[src/rtl/fifo_pkg.sv]
// Shared FIFO definitions: pointer/data widths, Gray code helpers and the
// read-side output-stage state type. Reused by both the read and write sides.
package fifo_pkg;

    localparam int FIFO_ADDR_WIDTH = 4;
    localparam int FIFO_DATA_WIDTH = 8;

    typedef enum logic {
        OUT_EMPTY = 1'b0,
        OUT_FULL  = 1'b1
    } out_state_e;

    function automatic logic [FIFO_ADDR_WIDTH-1:0] bin2gray(input logic [FIFO_ADDR_WIDTH-1:0] bin);
        return bin ^ (bin >> 1);
    endfunction

    function automatic logic [FIFO_ADDR_WIDTH-1:0] gray2bin(input logic [FIFO_ADDR_WIDTH-1:0] gray);
        logic [FIFO_ADDR_WIDTH-1:0] bin;
        bin[FIFO_ADDR_WIDTH-1] = gray[FIFO_ADDR_WIDTH-1];
        for (int i = FIFO_ADDR_WIDTH - 2; i >= 0; i--) begin
            bin[i] = bin[i+1] ^ gray[i];
        end
        return bin;
    endfunction

endpackage

[src/rtl/fifo_rd_ctrl_if.sv]
// Read-side bundle of the async FIFO: write-pointer/memory inputs and the
// consumer handshake. master = surrounding logic, slave = fifo_rd_ctrl.
interface fifo_rd_ctrl_if
    import fifo_pkg::*;
#(
    parameter int addr_width = FIFO_ADDR_WIDTH
);

    logic [addr_width-1:0]      wptr_g;
    logic [FIFO_DATA_WIDTH-1:0] mem_rdata;
    logic                       rready;
    logic [addr_width-2:0]      raddress;
    logic [addr_width-1:0]      rptr_g;
    logic [FIFO_DATA_WIDTH-1:0] rdata;
    logic                       rvalid;
    logic                       rempty;
    logic                       raempty;
    logic [addr_width-1:0]      rlevel;

    modport master (
        output wptr_g, mem_rdata, rready,
        input  raddress, rptr_g, rdata, rvalid, rempty, raempty, rlevel
    );

    modport slave (
        input  wptr_g, mem_rdata, rready,
        output raddress, rptr_g, rdata, rvalid, rempty, raempty, rlevel
    );

endinterface

[src/rtl/fifo_sync_2ff.sv]
// Two-flop synchronizer for a Gray-coded pointer crossing into this clock.
// Only one bit changes per source update, so a multi-bit bus is safe here.
module fifo_sync_2ff #(
    parameter int width = 4
) (
    input  logic             clk,
    input  logic             rst,
    input  logic [width-1:0] d,
    output logic [width-1:0] q
);

    logic [width-1:0] meta_q, meta_d;
    logic [width-1:0] sync_q, sync_d;

    always_comb begin
        meta_d = d;
        sync_d = meta_q;
    end

    // NOTE: sequential state uses <= so both stages sample pre-edge values.
    always_ff @(posedge clk or posedge rst) begin
        if (rst) begin
            meta_q <= '0;
            sync_q <= '0;
        end else begin
            meta_q <= meta_d;
            sync_q <= sync_d;
        end
    end

    assign q = sync_q;

endmodule

[src/rtl/fifo_rd_ctrl.sv]
// Async FIFO read controller: synchronizes the write pointer, tracks level and
// empty, and drives a registered valid/ready output stage with no bubbles.
module fifo_rd_ctrl
    import fifo_pkg::*;
#(
    parameter int addr_width = FIFO_ADDR_WIDTH,
    parameter int aempty_lvl = 2
) (
    input logic           rclk,
    input logic           rrst,
    fifo_rd_ctrl_if.slave rd
);

    localparam logic [addr_width-1:0] AEMPTY_LVL = addr_width'(aempty_lvl);

    logic [addr_width-1:0]      wptr_g_s;
    logic [addr_width-1:0]      wbin_s;
    logic [addr_width-1:0]      rlevel;
    logic                       rempty;
    logic                       load;

    logic [addr_width-1:0]      rbin_q, rbin_d;
    logic [addr_width-1:0]      rptr_g_q, rptr_g_d;
    logic [FIFO_DATA_WIDTH-1:0] rdata_q, rdata_d;
    out_state_e                 state_q, state_d;

    fifo_sync_2ff #(.width(addr_width)) u_wptr_sync (
        .clk (rclk),
        .rst (rrst),
        .d   (rd.wptr_g),
        .q   (wptr_g_s)
    );

    // All status derives from registered pointers; wptr_g never reaches an output directly.
    assign wbin_s = gray2bin(wptr_g_s);
    assign rlevel = wbin_s - rbin_q;
    assign rempty = (wbin_s == rbin_q);
    assign load   = !rempty && (state_q == OUT_EMPTY || rd.rready);

    // NOTE: every output of this block gets a default first, so no latch is inferred.
    always_comb begin
        rbin_d  = rbin_q;
        rdata_d = rdata_q;
        state_d = state_q;
        if (load) begin
            rbin_d  = rbin_q + addr_width'(1);
            rdata_d = rd.mem_rdata;
            state_d = OUT_FULL;
        end else if (state_q == OUT_FULL && rd.rready) begin
            state_d = OUT_EMPTY;
        end
        rptr_g_d = bin2gray(rbin_d);
    end

    always_ff @(posedge rclk or posedge rrst) begin
        if (rrst) begin
            rbin_q   <= '0;
            rptr_g_q <= '0;
            rdata_q  <= '0;
            state_q  <= OUT_EMPTY;
        end else begin
            rbin_q   <= rbin_d;
            rptr_g_q <= rptr_g_d;
            rdata_q  <= rdata_d;
            state_q  <= state_d;
        end
    end

    assign rd.raddress = rbin_q[addr_width-2:0];
    assign rd.rptr_g   = rptr_g_q;
    assign rd.rdata    = rdata_q;
    assign rd.rvalid   = (state_q == OUT_FULL);
    assign rd.rempty   = rempty;
    assign rd.raempty  = (rlevel <= AEMPTY_LVL);
    assign rd.rlevel   = rlevel;

endmodule

[src/flat_wrapper.sv]
// flat-port wrapper written by rule: the top's interface ports become plain ports
module fifo_rd_ctrl_flat import fifo_pkg::*;
#(
    parameter int addr_width = FIFO_ADDR_WIDTH,
    parameter int aempty_lvl = 2
)
  (rclk, rrst, rd_wptr_g, rd_mem_rdata, rd_rready, rd_raddress, rd_rptr_g, rd_rdata, rd_rvalid, rd_rempty, rd_raempty, rd_rlevel);
  fifo_rd_ctrl_if #(.addr_width(addr_width)) rd_i ();
  input logic rclk;
  input logic rrst;
  input wire logic [$bits(rd_i.wptr_g)-1:0] rd_wptr_g;
  input wire logic [$bits(rd_i.mem_rdata)-1:0] rd_mem_rdata;
  input wire logic [$bits(rd_i.rready)-1:0] rd_rready;
  output wire logic [$bits(rd_i.raddress)-1:0] rd_raddress;
  output wire logic [$bits(rd_i.rptr_g)-1:0] rd_rptr_g;
  output wire logic [$bits(rd_i.rdata)-1:0] rd_rdata;
  output wire logic [$bits(rd_i.rvalid)-1:0] rd_rvalid;
  output wire logic [$bits(rd_i.rempty)-1:0] rd_rempty;
  output wire logic [$bits(rd_i.raempty)-1:0] rd_raempty;
  output wire logic [$bits(rd_i.rlevel)-1:0] rd_rlevel;
  assign rd_i.wptr_g = rd_wptr_g;
  assign rd_i.mem_rdata = rd_mem_rdata;
  assign rd_i.rready = rd_rready;
  assign rd_raddress = rd_i.raddress;
  assign rd_rptr_g = rd_i.rptr_g;
  assign rd_rdata = rd_i.rdata;
  assign rd_rvalid = rd_i.rvalid;
  assign rd_rempty = rd_i.rempty;
  assign rd_raempty = rd_i.raempty;
  assign rd_rlevel = rd_i.rlevel;
  fifo_rd_ctrl #(.addr_width(addr_width), .aempty_lvl(aempty_lvl)) u_core (.rclk(rclk), .rrst(rrst), .rd(rd_i));
endmodule
[config.mk]
export PLATFORM = sky130hd
export DESIGN_NAME = fifo_rd_ctrl_flat
export DESIGN_NICKNAME = d
export VERILOG_FILES = /design/src/rtl/fifo_pkg.sv /design/src/rtl/fifo_rd_ctrl_if.sv /design/src/rtl/fifo_sync_2ff.sv /design/src/rtl/fifo_rd_ctrl.sv /design/src/flat_wrapper.sv
export SDC_FILE = /design/constraint.sdc
export NUM_CORES = 1
export LEC_CHECK = 0
export BUFFER_PORTS_ARGS = -buffer_cell sky130_fd_sc_hd__buf_4
export CORE_ASPECT_RATIO = 1.4
export CORE_UTILIZATION = 30
export CTS_CLUSTER_DIAMETER = 40
export DETAILED_ROUTE_END_ITERATION = 16
export GPL_TIMING_DRIVEN = 0
export MAX_ROUTING_LAYER = met4
export PLACE_DENSITY = 0.62
export REMOVE_ABC_BUFFERS = 1
export SYNTH_ARGS = -nofsm -noshare
export SYNTH_HDL_FRONTEND = slang
export SYNTH_SLANG_ARGS = --single-unit
[constraint.sdc]
create_clock -name rclk -period 2.7 [get_ports rclk]
set_clock_uncertainty 0.15 [all_clocks]
set_input_delay 0.27 -clock rclk [delete_from_list [all_inputs] [get_ports rclk]]
set_output_delay 0.27 -clock rclk [all_outputs]
set_load 0.05 [all_outputs]
==> results.md <==
- Status: complete, but fails checks
- Failing checks: setup timing
- Post-synthesis cell count: 77
- Data required, critical path: 2.28 ns
- Final Hold Fails: 0
- Longest Clk Path Bufs: 2
- Largest area contributor in the netlist: dfrtp_1
- Peak Freq: 347.6 MHz
- CP startpoint kind: register
- Filler cells: 292
- # H-tree levels: 1
- Via density: 4.407
- Die height: 72.86 um
- Dpl hpwl: 1.330 mm
- Clk root buf: clkbuf_8
- Placed Area: 1385 sq um
- Starting Density: 31.56%
- Die area: 3834 sq um
- Max Slew Vio Count: 0
- Fraction of layout cells with a size suffix above 1: 53.54%
- # IOs: 37
- Diode count: 0
- Setup crit end kind: output port
- Fin nets: 148
- Register bit count reported by yosys: 24
- Area of the mapped netlist: 1076 sq um
- Peak fanout along the critical path: 3
- Kind of critical path: register to output port
- Worst-margin pin slew: 0.8784 ns
- Placement Rows: 25
- Post-synth cell types: 22
- Final setup viols: 2
- Drt pass-1 iters: 2
- # DRC: 0
- Cells taking the most area after synthesis: dfrtp_1 56%, mux2_4 8.4%, xnor2_1 5.7%
- Vias in the first global route: 695
- Synth-to-layout area growth: 48.37%
- Number of port buffers: 36
- Die Width: 52.62 um
- First-pass GRT wire length: 2.877 mm
- Unrepaired setup endpoints after global routing: true
- Max Cap Viol: 0
- Min-delay worst type: input port to asynchronous set/reset pin
- Fin Hold WS: 0.04382 ns
- Setup TNS Final: -0.2335 ns
- Placer Congestion: 0.7663
- Worst-path cell chain: xor2_2 -> xor2_2 -> xnor2_1 -> ha_2 -> inv_2 -> fa_2 -> xor2_2 -> a221oi_2 -> buf_6
- Final Cell Area: 1597 sq um
- Slew margin rel.: 41.38%
- Routed length per instance: 11.45 um
- Clk_lat worst skew: 0.26 ns
- Avg Cell Area, Syn: 13.97 sq um
- Vias post-DR: 736
- Worst Slack Setup Final: -0.1771 ns
- Register area: 600.6 sq um
- Antenna viol nets, final: 0
- Initial antenna violation count: 0
- Multi-input logic area: 474.2 sq um
- Critical Path Max Stage Delay: 0.42 ns
- Final period utilization: 106.6%
- Clock sink total: 24
- Register area share after synthesis: 55.81%
- Crit path time final: 2.877 ns
- Slowest CP cell: dfrtp_1
- Core ar.: 3410 sq um
- Top-area cell type share of the netlist area: 55.81%
- Largest net degree at the start of global routing: 25
- GRT overflow: 0
- Ys Warns: 0
- Clk pin slew, worst setup/hold paths: 0.08 ns
- Gr usage total: 10.54%
- Routed WL: 1.912 mm
- Critical Path Most Common Cell: xor2_2
- CP arrival: 2.46 ns
- CTS tree: done
- Starting DRT DRC Count: 6
- Num CTS Buffers: 3
synth_stat cells:
library cell   n
dfrtp_1       24
inv_1          7
xnor2_1        7
mux2_4         6
xor2_1         6
ha_1           4
mux2_2         3
nand3_1        3
nor2_1         3
mux2i_1        2
a21o_2         1
a221oi_1       1
and2_1         1
buf_6          1
fa_1           1
nand2_1        1
nand2b_1       1
nor2_2         1
nor2b_1        1
o21ai_0        1
o21ai_4        1
xor2_2         1
critical path: cells and delay by family, from the launching register on:
kind,cells,cell delay (ns)
AOI/OAI and AO/OA,1,0.21
xor gates and xnor gates,4,0.77
adders and majority gates,2,0.56
buffers and inverters,2,0.24
DFF,1,0.42
stage by stage:
step / setup slack (ns) / utilization [%] / instances
final: -0.1771 / 46.83 / 167
after global routing: -0.2937 / 46.83 / 167
after CTS: -0.1437 / 45.72 / 165
after detailed placement: -0.1222 / 40.62 / 152
after global placement: -0.08378 / 40.62 / 152
after floorplan: -1.048 / - / 76
cell families after synthesis:
| logic type | count (synthesis) | share of synthesized area (%) |
|---|---|---|
| xor gates and xnor gates | 14 | 12.09 |
| adders and majority gates | 5 | 6.512 |
| DFF | 24 | 55.81 |
| buffers and inverters | 8 | 3.489 |
| muxes | 11 | 13.37 |
| AOI/OAI and AO/OA | 4 | 3.605 |
| and+or+nand+nor | 11 | 5.117 |
cells in the final DEF (no fill, tap or decap):
cell type      instances
xnor2_1                7
inv_2                  1
nand2b_1               1
mux2i_1                2
dfrtp_1               24
xor2_2                 4
and2_4                 1
o21ai_1                1
dlygate4sd3_1          4
buf_12                 1
nor2b_1                1
nor2_2                 1
nand3_1                3
inv_1                  6
buf_6                  2
nand2_1                1
nor2_1                 3
o21ai_4                1
ha_2                   1
a221oi_2               1
mux2_2                 3
buf_8                  1
fa_2                   1
clkbuf_8               4
a21o_2                 1
buf_4                 39
mux2_4                 6
xor2_1                 3
ha_1                   3
final timing paths:
check	from	to	slack, ns	depth (start not counted)
setup / recovery	u_core.u_wptr_sync.q[3]	rd_raempty	-0.18	9
hold / removal	rrst	u_core.u_wptr_sync.meta_q[2]	0.04	2
setup reg to reg	u_core.u_wptr_sync.q[3]	u_core.rd.rptr_g[0]	0.28	9
hold reg to reg	u_core.u_wptr_sync.meta_q[2]	u_core.u_wptr_sync.q[2]	0.20	0
max in group asynchronous	rrst	u_core.rd.rvalid	1.82	2
min in group rclk	rd_mem_rdata[0]	u_core.rd.rdata[0]	0.08	2
state kept, by name (all words and copies together), names as in the netlist:
signal                     count
u_core.rbin_q                  4
u_core.u_wptr_sync.meta_q      4
u_core.u_wptr_sync.q           4
u_core.rd.rdata                8
u_core.rd.rvalid               1
u_core.rd.rptr_g               3
repair_timing:
item | in CTS | in global routing
hold buffers | 4 | 0
cloned | 0 | 0
buffers inserted | 5 | 2
endpoints found under the setup margin | 15 | 15
gates resized for setup | 10 | 3
endpoints found under the hold margin | 4 | 0
pin swaps | 5 | 9
area by class of cell:
class | instances | area share (%)
Clock buffer | 4 | 3.448
Inverter | 7 | 1.646
Multi-Input combinational cell | 45 | 29.70
Tap cell | 40 | 3.135
Timing Repair Buffer | 47 | 24.45
Sequential cell | 24 | 37.62
layer usage:
layer	track usage [%]	up-vias	part of all wire [%]
li1	-	344	-
met4	4.386	0	1.6
met2	18.71	31	55
met3	2.083	4	5.4
met1	11.01	357	38
met5	-	-	0
Power is left out: the tool's default activity adds up to more than one toggle a clock period on the data nets, which glitch-free logic cannot reach.
